==> src/rtl/fetch_pkg.sv <==
// Shared types for the instruction fetch unit: FSM state encoding and prefetch FIFO entry.
// Latency: n/a (types and constants only).
// Backpressure: n/a.
package fetch_pkg;

    // Storage widths of one prefetch entry; instr_fetch defaults its
    // ADDR_WIDTH/DATA_WIDTH to these so the FIFO entry and the ports agree.
    localparam int FETCH_ADDR_W = 8;
    localparam int FETCH_DATA_W = 32;

    typedef enum logic [1:0] {
        ST_IDLE  = 2'd0,
        ST_FETCH = 2'd1,
        ST_FULL  = 2'd2
    } fetch_state_t;

    typedef struct packed {
        logic [FETCH_ADDR_W-1:0] addr;
        logic [FETCH_DATA_W-1:0] instr;
    } fetch_entry_t;

endpackage

==> src/rtl/fetch_fifo.sv <==
// Prefetch FIFO holding {addr, instr} entries; head is visible combinationally.
// Latency: a pushed entry is at the head on the next cycle when the FIFO was empty.
// Backpressure: push is ignored when full unless a pop happens in the same cycle; pop on empty is ignored; flush wins.
//
// Ports: clk_i/rst_ni clock and async active-low reset; push/push_entry write side;
// pop read side; flush empties the FIFO; full/empty/level status; head is the oldest entry
// (zero while empty).
module fetch_fifo
    import fetch_pkg::*;
#(
    parameter int DEPTH = 2
) (
    input  logic                     clk_i,
    input  logic                     rst_ni,
    input  logic                     push,
    input  fetch_entry_t             push_entry,
    input  logic                     pop,
    input  logic                     flush,
    output logic                     full,
    output logic                     empty,
    output logic [$clog2(DEPTH):0]   level,
    output fetch_entry_t             head
);

    localparam int PW = $clog2(DEPTH);

    fetch_entry_t          mem [DEPTH];
    logic [PW-1:0]         wr_ptr;
    logic [PW-1:0]         rd_ptr;
    logic [PW:0]           count;
    logic                  do_push;
    logic                  do_pop;

    assign empty  = (count == '0);
    assign full   = (count == (PW+1)'(DEPTH));
    assign level  = count;
    assign do_pop  = pop && !empty;
    // A full FIFO can still take a write when the head leaves in the same cycle.
    assign do_push = push && (!full || do_pop);
    assign head    = empty ? '0 : mem[rd_ptr];

    always_ff @(posedge clk_i or negedge rst_ni) begin
        if (!rst_ni) begin
            wr_ptr <= '0;
            rd_ptr <= '0;
            count  <= '0;
            for (int i = 0; i < DEPTH; i++) begin
                mem[i] <= '0;
            end
        end else if (flush) begin
            wr_ptr <= '0;
            rd_ptr <= '0;
            count  <= '0;
        end else begin
            if (do_push) begin
                mem[wr_ptr] <= push_entry;
                wr_ptr      <= wr_ptr + 1'b1;
            end
            if (do_pop) begin
                rd_ptr <= rd_ptr + 1'b1;
            end
            case ({do_push, do_pop})
                2'b10:   count <= count + 1'b1;
                2'b01:   count <= count - 1'b1;
                default: count <= count;
            endcase
        end
    end

endmodule

==> src/rtl/instr_fetch.sv <==
// Instruction fetch unit: walks a PC through a combinational instruction RAM into a prefetch FIFO.
// Latency: first instruction valid one cycle after the first FETCH cycle; redirect target valid two cycles after redirect.
// Backpressure: instr_valid_o/instr_ready_i handshake; FIFO full with no pop stalls the PC (FULL state).
//
// Ports: clk_i/rst_ni clock and async active-low reset; fetch_en_i enables fetching;
// ram_addr_o/ram_rdata_i RAM read port; redirect_i/redirect_addr_i branch redirect;
// instr_valid_o/instr_ready_i/instr_rdata_o/instr_addr_o consumer side; busy_o activity flag.
module instr_fetch
    import fetch_pkg::*;
#(
    parameter int                    ADDR_WIDTH = FETCH_ADDR_W,
    parameter int                    DATA_WIDTH = FETCH_DATA_W,
    parameter int                    FIFO_DEPTH = 2,
    parameter logic [ADDR_WIDTH-1:0] BOOT_ADDR  = '0
) (
    input  logic                  clk_i,
    input  logic                  rst_ni,
    input  logic                  fetch_en_i,
    output logic [ADDR_WIDTH-1:0] ram_addr_o,
    input  logic [DATA_WIDTH-1:0] ram_rdata_i,
    input  logic                  redirect_i,
    input  logic [ADDR_WIDTH-1:0] redirect_addr_i,
    output logic                  instr_valid_o,
    input  logic                  instr_ready_i,
    output logic [DATA_WIDTH-1:0] instr_rdata_o,
    output logic [ADDR_WIDTH-1:0] instr_addr_o,
    output logic                  busy_o
);

    localparam int                    BYTES      = DATA_WIDTH / 8;
    localparam int                    OFF_BITS   = $clog2(BYTES);
    localparam int                    LVL_W      = $clog2(FIFO_DEPTH) + 1;
    localparam logic [ADDR_WIDTH-1:0] ALIGN_MASK = ~ADDR_WIDTH'((1 << OFF_BITS) - 1);
    localparam logic [ADDR_WIDTH-1:0] PC_INC     = ADDR_WIDTH'(BYTES);

    fetch_state_t           state_q;
    logic [ADDR_WIDTH-1:0]  pc_q;
    logic                   push;
    logic                   pop;
    logic                   fifo_full;
    logic                   fifo_empty;
    logic [LVL_W-1:0]       fifo_level;
    fetch_entry_t           push_entry;
    fetch_entry_t           head;

    assign ram_addr_o    = pc_q & ALIGN_MASK;
    assign instr_valid_o = !fifo_empty;
    assign instr_rdata_o = DATA_WIDTH'(head.instr);
    assign instr_addr_o  = ADDR_WIDTH'(head.addr);
    assign busy_o        = (state_q != ST_IDLE) || !fifo_empty;

    assign pop  = instr_valid_o && instr_ready_i;
    // Redirect flushes the FIFO, so any write in that cycle would be a wrong-path word.
    assign push = (state_q == ST_FETCH) && (!fifo_full || pop) && !redirect_i;

    assign push_entry.addr  = FETCH_ADDR_W'(ram_addr_o);
    assign push_entry.instr = FETCH_DATA_W'(ram_rdata_i);

    fetch_fifo #(
        .DEPTH (FIFO_DEPTH)
    ) u_fifo (
        .clk_i      (clk_i),
        .rst_ni     (rst_ni),
        .push       (push),
        .push_entry (push_entry),
        .pop        (pop),
        .flush      (redirect_i),
        .full       (fifo_full),
        .empty      (fifo_empty),
        .level      (fifo_level),
        .head       (head)
    );

    always_ff @(posedge clk_i or negedge rst_ni) begin
        if (!rst_ni) begin
            state_q <= ST_IDLE;
            pc_q    <= BOOT_ADDR;
        end else begin
            // Wraps naturally modulo 2^ADDR_WIDTH.
            if (redirect_i) begin
                pc_q <= redirect_addr_i & ALIGN_MASK;
            end else if (push) begin
                pc_q <= pc_q + PC_INC;
            end

            if (!fetch_en_i) begin
                state_q <= ST_IDLE;
            end else begin
                case (state_q)
                    ST_IDLE: state_q <= ST_FETCH;
                    ST_FETCH: begin
                        // Either this push fills the last slot, or we re-entered FETCH
                        // with a FIFO that was already full.
                        if (!redirect_i && !pop &&
                            (fifo_full || (push && fifo_level == LVL_W'(FIFO_DEPTH - 1)))) begin
                            state_q <= ST_FULL;
                        end
                    end
                    ST_FULL: begin
                        if (redirect_i || pop) begin
                            state_q <= ST_FETCH;
                        end
                    end
                    default: state_q <= ST_IDLE;
                endcase
            end
        end
    end

endmodule

==> config.mk <==
export PLATFORM = sky130hd
export DESIGN_NAME = instr_fetch
export DESIGN_NICKNAME = d
export VERILOG_FILES = /design/src/rtl/fetch_pkg.sv /design/src/rtl/fetch_fifo.sv /design/src/rtl/instr_fetch.sv
export SDC_FILE = /design/constraint.sdc
export NUM_CORES = 1
export LEC_CHECK = 0
export ABC_AREA = 0
export CORE_MARGIN = 8
export CORE_UTILIZATION = 40
export CTS_BUF_LIST = sky130_fd_sc_hd__clkbuf_8
export CTS_CLUSTER_DIAMETER = 80
export CTS_CLUSTER_SIZE = 30
export DETAILED_ROUTE_END_ITERATION = 8
export HOLD_SLACK_MARGIN = 0.12
export PLACE_DENSITY = 0.69
export SLEW_MARGIN = 20
export SYNTH_ARGS = -nofsm -noshare
export SYNTH_HDL_FRONTEND = slang
export SYNTH_SLANG_ARGS = --single-unit
==> constraint.sdc <==
create_clock -name clk_i -period 2.35 [get_ports clk_i]
set_clock_uncertainty 0.15 [all_clocks]
set_input_delay 0.47 -clock clk_i [delete_from_list [all_inputs] [get_ports clk_i]]
set_output_delay 0.47 -clock clk_i [all_outputs]
set_load 0.01 [all_outputs]
### Word level (Yosys, flattened, before mapping)

Index checks and enable logic that the tools add are counted.

| word-level totals | value |
|---|---|
| bits in registers | 94 |
| bits of input ports | 45 |
| output and inout bits | 50 |

| operators by class | value |
|---|---|
| add/sub/neg operators | 5 |
| order comparisons | 3 |
| eq/ne operators | 8 |
| multiplexer cells | 19 |
| bitwise gates (word level) | 3 |
| reduce and logical (&&, ||, !) cells | 27 |

Operators by type and width:

| cell | count |
|---|---|
| $mux W40 | 5 |
| $bwmux W80 | 1 |
| $demux W40 S1 | 1 |
| $mux W8 | 2 |
| $logic_and A1 B1 Y1 | 9 |
| $add A8 B3 Y8 const B | 1 |
| $mux W2 | 4 |
| $reduce_bool A2 Y1 | 4 |
| $eq A2 B1 Y1 const B | 3 |
| $eq A2 B2 Y1 const B | 3 |
| $pmux W2 S3 | 1 |
| $logic_or A1 B1 Y1 | 5 |
| $ge A2 B2 Y1 const B | 2 |
| $logic_not A1 Y1 | 4 |
| $logic_not A2 Y1 | 2 |
| $mux W1 | 4 |
| $not A1 Y2 | 2 |
| $pmux W2 S2 | 1 |
| $reduce_and A2 Y1 | 2 |
| $ne A3 B2 Y1 const B | 1 |
| $ne A3 B3 Y1 const B | 1 |
| $reduce_bool A3 Y1 | 1 |
| $add A1 B1 Y1 const B | 2 |
| $add A2 B1 Y2 const B | 1 |
| other kinds (3) | 3 |

### Depth between registers and ports, before layout

| depth | value |
|---|---|
| word-level depth | 12 |
| mapped depth | 9 |
| mapped depth without buffers | 6 |

### By module

Synthesis repeated with hierarchy kept, for this count alone.

| second synthesis, totals | value |
|---|---|
| cells, all modules | 337 |
| area, all modules | 4451.8 um^2 |

Modules (own cells, without submodules):

| module | instances | cells an instance | area an instance (um^2) | sequential area each (um^2) |
|---|---|---|---|---|
| fetch_fifo | 1 | 283 | 3931.3 | 2102.0 |
| instr_fetch | 1 | 54 | 520.5 | 200.2 |

### Worst setup path before layout

OpenSTA, ideal clock, no wires.

| path | value |
|---|---|
| path kind | register to register |
| start point | register u_fifo.count[0] (netlist: u_fifo.level[0]) |
| end point | register u_fifo.mem[79] in the netlist's numbering |
| setup time | 0.128 ns |
| arrival time | 1.898 ns |
| setup slack | 0.175 ns |
| stages on the path, launching flop included | 10 |
| buffers on the path | 3 |
| period minus slack after synthesis | 2.175 ns |
| path through | dfrtp_1 > inv_1 > ha_1 > nand2b_1 > buf_2 > a211oi_2 > and2b_1 > buf_6 > buf_6 > mux2_1 |

| between the ends | value |
|---|---|
| longest elaborated chain between the ends | 8 |
| elaborated cells on any way between the ends | 12 |
| classes of those cells | 1 x eq/ne; 11 x reduce/logical |

RTL lines:

| what | line | text |
|---|---|---|
| start: declaration | fetch_fifo.sv:30 | `logic [PW:0] count;` |
| start signal: assignment | fetch_fifo.sv:63 | `2'b10: count <= count + 1'b1;` |
| start signal: assignment | fetch_fifo.sv:64 | `2'b01: count <= count - 1'b1;` |
| start signal: assignment | fetch_fifo.sv:65 | `default: count <= count;` |
| $logic_not A2 Y1 | fetch_fifo.sv:34 | `assign empty = (count == '0);` |
| $logic_not A1 Y1 | fetch_fifo.sv:37, instr_fetch.sv:47 |  |
| $logic_and A1 B1 Y1 | instr_fetch.sv:52 | `assign pop = instr_valid_o && instr_ready_i;` |
| $logic_or A1 B1 Y1 | instr_fetch.sv:54 | `assign push = (state_q == ST_FETCH) && (!fifo_full \|\| pop) && !redirect_i;` |
| $logic_and A1 B1 Y1 (2 in series) | instr_fetch.sv:54 |  |
| $logic_and A1 B1 Y1 * | fetch_fifo.sv:39 | `assign do_push = push && (!full \|\| do_pop);` |
| $reduce_and A2 Y1 (no source line) * | - |  |
| end signal: indexed assignment | fetch_fifo.sv:56 | `mem[wr_ptr] <= push_entry;` |
| end: declaration | fetch_fifo.sv:27 | `fetch_entry_t mem [DEPTH];` |

Every way passes the cells marked *; elsewhere a longest branch is shown, timed or not.
A chain may end at the register's enable or synchronous reset.

### Worst setup path in the final report

| path | value |
|---|---|
| start point | register u_fifo.count[1] (netlist: u_fifo.level[1]) |
| end point | output port instr_rdata_o[3] |

| between the ends | value |
|---|---|
| longest elaborated chain between the ends | 2 |

RTL lines:

| what | line | text |
|---|---|---|
| $logic_not A2 Y1 | fetch_fifo.sv:34 |  |
| $mux W40 | fetch_fifo.sv:40 | `assign head = empty ? '0 : mem[rd_ptr];` |
| end: declaration | instr_fetch.sv:25 | `output logic [DATA_WIDTH-1:0] instr_rdata_o,` |

Every way passes these cells.

==> summary.md <==
| Metric | Value |
|---|---|
| Residual DRC count | 0 |
| Critical Path Start Type | flop |
| TritonCTS Buffers | 9 |
| Sequential share of power | 0.390 |
| Post-route clock period utilization | 0.963 |
| Clock Tree Buf Depth | 2 |
| Syn avg cell area | 12.8 sq um |
| Num rows | 37 |
| Area after DPL | 5340 sq um |
| DRT Pass-1 Iters | 4 |
| Worst Path Required | 1.73 ns |
| Remaining global-route overflow | 0 |
| Setup TNS | 0 ns |
| Synth cell count leaders | 88 x dfrtp_1, 43 x nor2_1, 40 x mux2i_1 |
| Crit. End Element | output pin |
| Post-synthesis cell type count | 32 |
| Seq cells post-synth | 88 |
| Root Driver | clkbuf_8 |
| CTS tree | done |
| Final wirelength | 9180 um |
| Area delta synth->final | 30.8% |
| Critical path type | flop to output pin |
| Largest net degree at the start of global routing | 47 |
| Final setup viols | 0 |
| Die Y | 119 um |
| Peak VDD IR | 0.000498 V |
| Fill cells | 881 |
| Netlist Area Pre-Place | 4240 sq um |
| Util after Layout | 0.537 |
| GP Congestion | 0.820 |
| Async SR Flop Fraction | 1.00 |
| Antenna-violating nets left | 0 |
| Via-per-instance ratio | 4.86 |
| H-tree levels | 3 |
| Status | completed |
| Critical Path AT | 1.64 ns |
| Inserted Diodes | 0 |
| First-pass GRT wire length | 15700 um |
| P_int | 4.47 mW |
| Yosys top cell area share | 0.519 |
| Number of global-route vias before repair | 3104 |
| Fmax | 0.442 GHz |
| Clk pin slew, worst setup/hold paths | 0.09 ns |
| Max-slew violations | 0 |
| Routed length per instance | 16.2 um |
| GRT Total Usage | 0.135 |
| Synth warn | 0 |
| Unrepaired setup endpoints after global routing | false |
| Switching part of the total power | 0.329 |
| Net Switching | 2.19 mW |
| Die area | 14100 sq um |
| Clk pwr share | 0.176 |
| Layout Nets | 476 |
| P_leak | 2.50 nW |
| Initial antenna violation count | 0 |
| Most common cell in the synthesized netlist | dfrtp_1 |
| Vias | 2761 |
| Share of layout cells above drive strength 1 | 0.245 |
| Register area share after synthesis | 0.519 |
| Pwr per Cell Area | 1200 nW/um^2 |
| 1st-iter DRT viols | 79 |
| Post-layout min period | 2.26 ns |
| Hold Vio Cnt, Final | 0 |
| Logic pwr share | 0.434 |
| DP HPWL | 6420 um |
| Leading post-synthesis cells by cell area | dfrtp_1 52%, mux2_2 9.8%, mux2i_1 9.4%, mux2_4 7.1%, mux2_1 5.3% |
| Synth area leader | dfrtp_1 |
| Number of synthesized flops with an enable pin | 0 |
| Worst-Skew Late Latency | 0.35 ns |
| Synthesized instance count | 330 |
| Post-route cell area | 5550 sq um |
| Clock sink count | 88 |
| Max Cap Violations | 0 |
| Starting density of the core | 0.411 |
| Die X-Extent | 119 um |
| CP Max Fanout | 22 |
| IO Pins | 95 |
| Core box area | 10300 sq um |
| Hold Path Class | flop to flop |
| Input/output buffers | 88 |
| Post-synth top flop | dfrtp_1 |
==> repair_timing <==
action,in CTS,in global routing
setup endpoints to repair,39,13
resized for setup,41,24
hold buffers,1,0
buffers inserted,1,1
pin swaps,0,1
hold endpoints to repair,16,0
==> per-stage QoR <==
stage,instances,hold slack [ns],setup WS (ns),total power [mW]
after floorplan,333,0.0244,0.175,4.40
after global placement,549,0.205,-0.0708,5.65
after detailed placement,549,0.207,-0.105,5.76
after CTS,567,0.343,-0.0359,6.74
after global routing,568,0.363,0.00208,7.15
final,568,0.343,0.0871,6.66
==> cell usage in the layout, fill, tap and decap left out, drive strengths merged <==
cell type / netlist / routed
clkdlybuf4s15: 0 / 11
nor2: 43 / 43
nand2b: 3 / 3
inv: 4 / 7
buf: 18 / 20
conb: 1 / 4
clkinv: 0 / 2
and4: 1 / 1
nor2b: 2 / 2
ha: 4 / 4
nand3b: 1 / 1
a21oi: 3 / 3
a22oi: 1 / 1
dfrtp: 88 / 88
mux2i: 40 / 40
nor3: 2 / 2
clkbuf: 7 / 15
nand2: 10 / 10
nand3: 2 / 2
clkdlybuf4s50: 0 / 48
and3: 1 / 1
mux2: 77 / 77
o211a: 1 / 1
and2b: 1 / 1
o21ai: 7 / 7
dlygate4sd2: 0 / 22
or3: 1 / 1
a211oi: 3 / 3
xnor2: 8 / 8
o211ai: 1 / 1
dlygate4sd3: 0 / 1
bufinv: 0 / 2
==> power groups by stage <==
stage,clock network (mW),registers [mW],logic (mW)
floorplan,0,2.51,1.89
global placement,0,2.57,3.08
detailed placement,0,2.63,3.13
CTS,1.20,2.60,2.94
global route,1.27,2.69,3.18
finish,1.17,2.60,2.89
==> area by class of cell <==
type,instances,area [sq um],share of cell area
Timing Repair Buffer,108,1050,0.189
Clock inverter,7,103,0.0185
Clock buffer,9,124,0.0223
Sequential cell,88,2200,0.397
Multi-Input combinational cell,216,1880,0.339
Tap cell,136,170,0.0307
Inverter,4,15.0,0.00271
==> final timing paths <==
kind	start	to	slack (ns)	cells past startpoint
hold reg to reg	u_fifo.mem[71]	u_fifo.mem[71]	0.34	1
max in group asynchronous	rst_ni	u_fifo.rd_ptr	1.03	3
hold / removal	u_fifo.mem[71]	u_fifo.mem[71]	0.34	1
setup / recovery	u_fifo.level[1]	instr_rdata_o[3]	0.09	6
setup reg to reg	u_fifo.level[1]	u_fifo.mem[56]	0.16	7
min in group asynchronous	rst_ni	u_fifo.mem[1]	0.38	2
==> worst max-delay path, cell delays in order, from the launching register on <==
cell and delay (ns):
dfrtp_1 0.38, inv_2 0.06, ha_4 0.17, buf_4 0.14
buf_12 0.15, nor2_1 0.11, dlygate4sd2_1 0.28
==> logic make-up (layout without fill, tap and decap cells) <==
logic type,Yosys count,in the layout,share of synthesized area
muxes,117,117,0.317
xor gates and xnor gates,8,8,0.0165
AOI/OAI and AO/OA,16,16,0.0242
and+or+nand+nor,67,67,0.0676
other,1,4,0.000885
DFF,88,88,0.519
adders and majority gates,4,4,0.0118
buffers and inverters,29,128,0.0428
==> sequential cells by signal, summed over array words and instances, names as in the netlist <==
signal         cells
u_fifo.rd_ptr      1
u_fifo.level       2
u_fifo.mem        76
u_fifo.wr_ptr      1
state_q            2
pc_q               6
==> layer usage <==
layer	track usage	part of all wire	wire, um
met1	0.168	0.45	4170
met2	0.221	0.48	4400
met3	0.0425	0.057	521
met4	0.0411	0.0092	84
met5	0	0	0
Power figures use the tool's default switching activity.
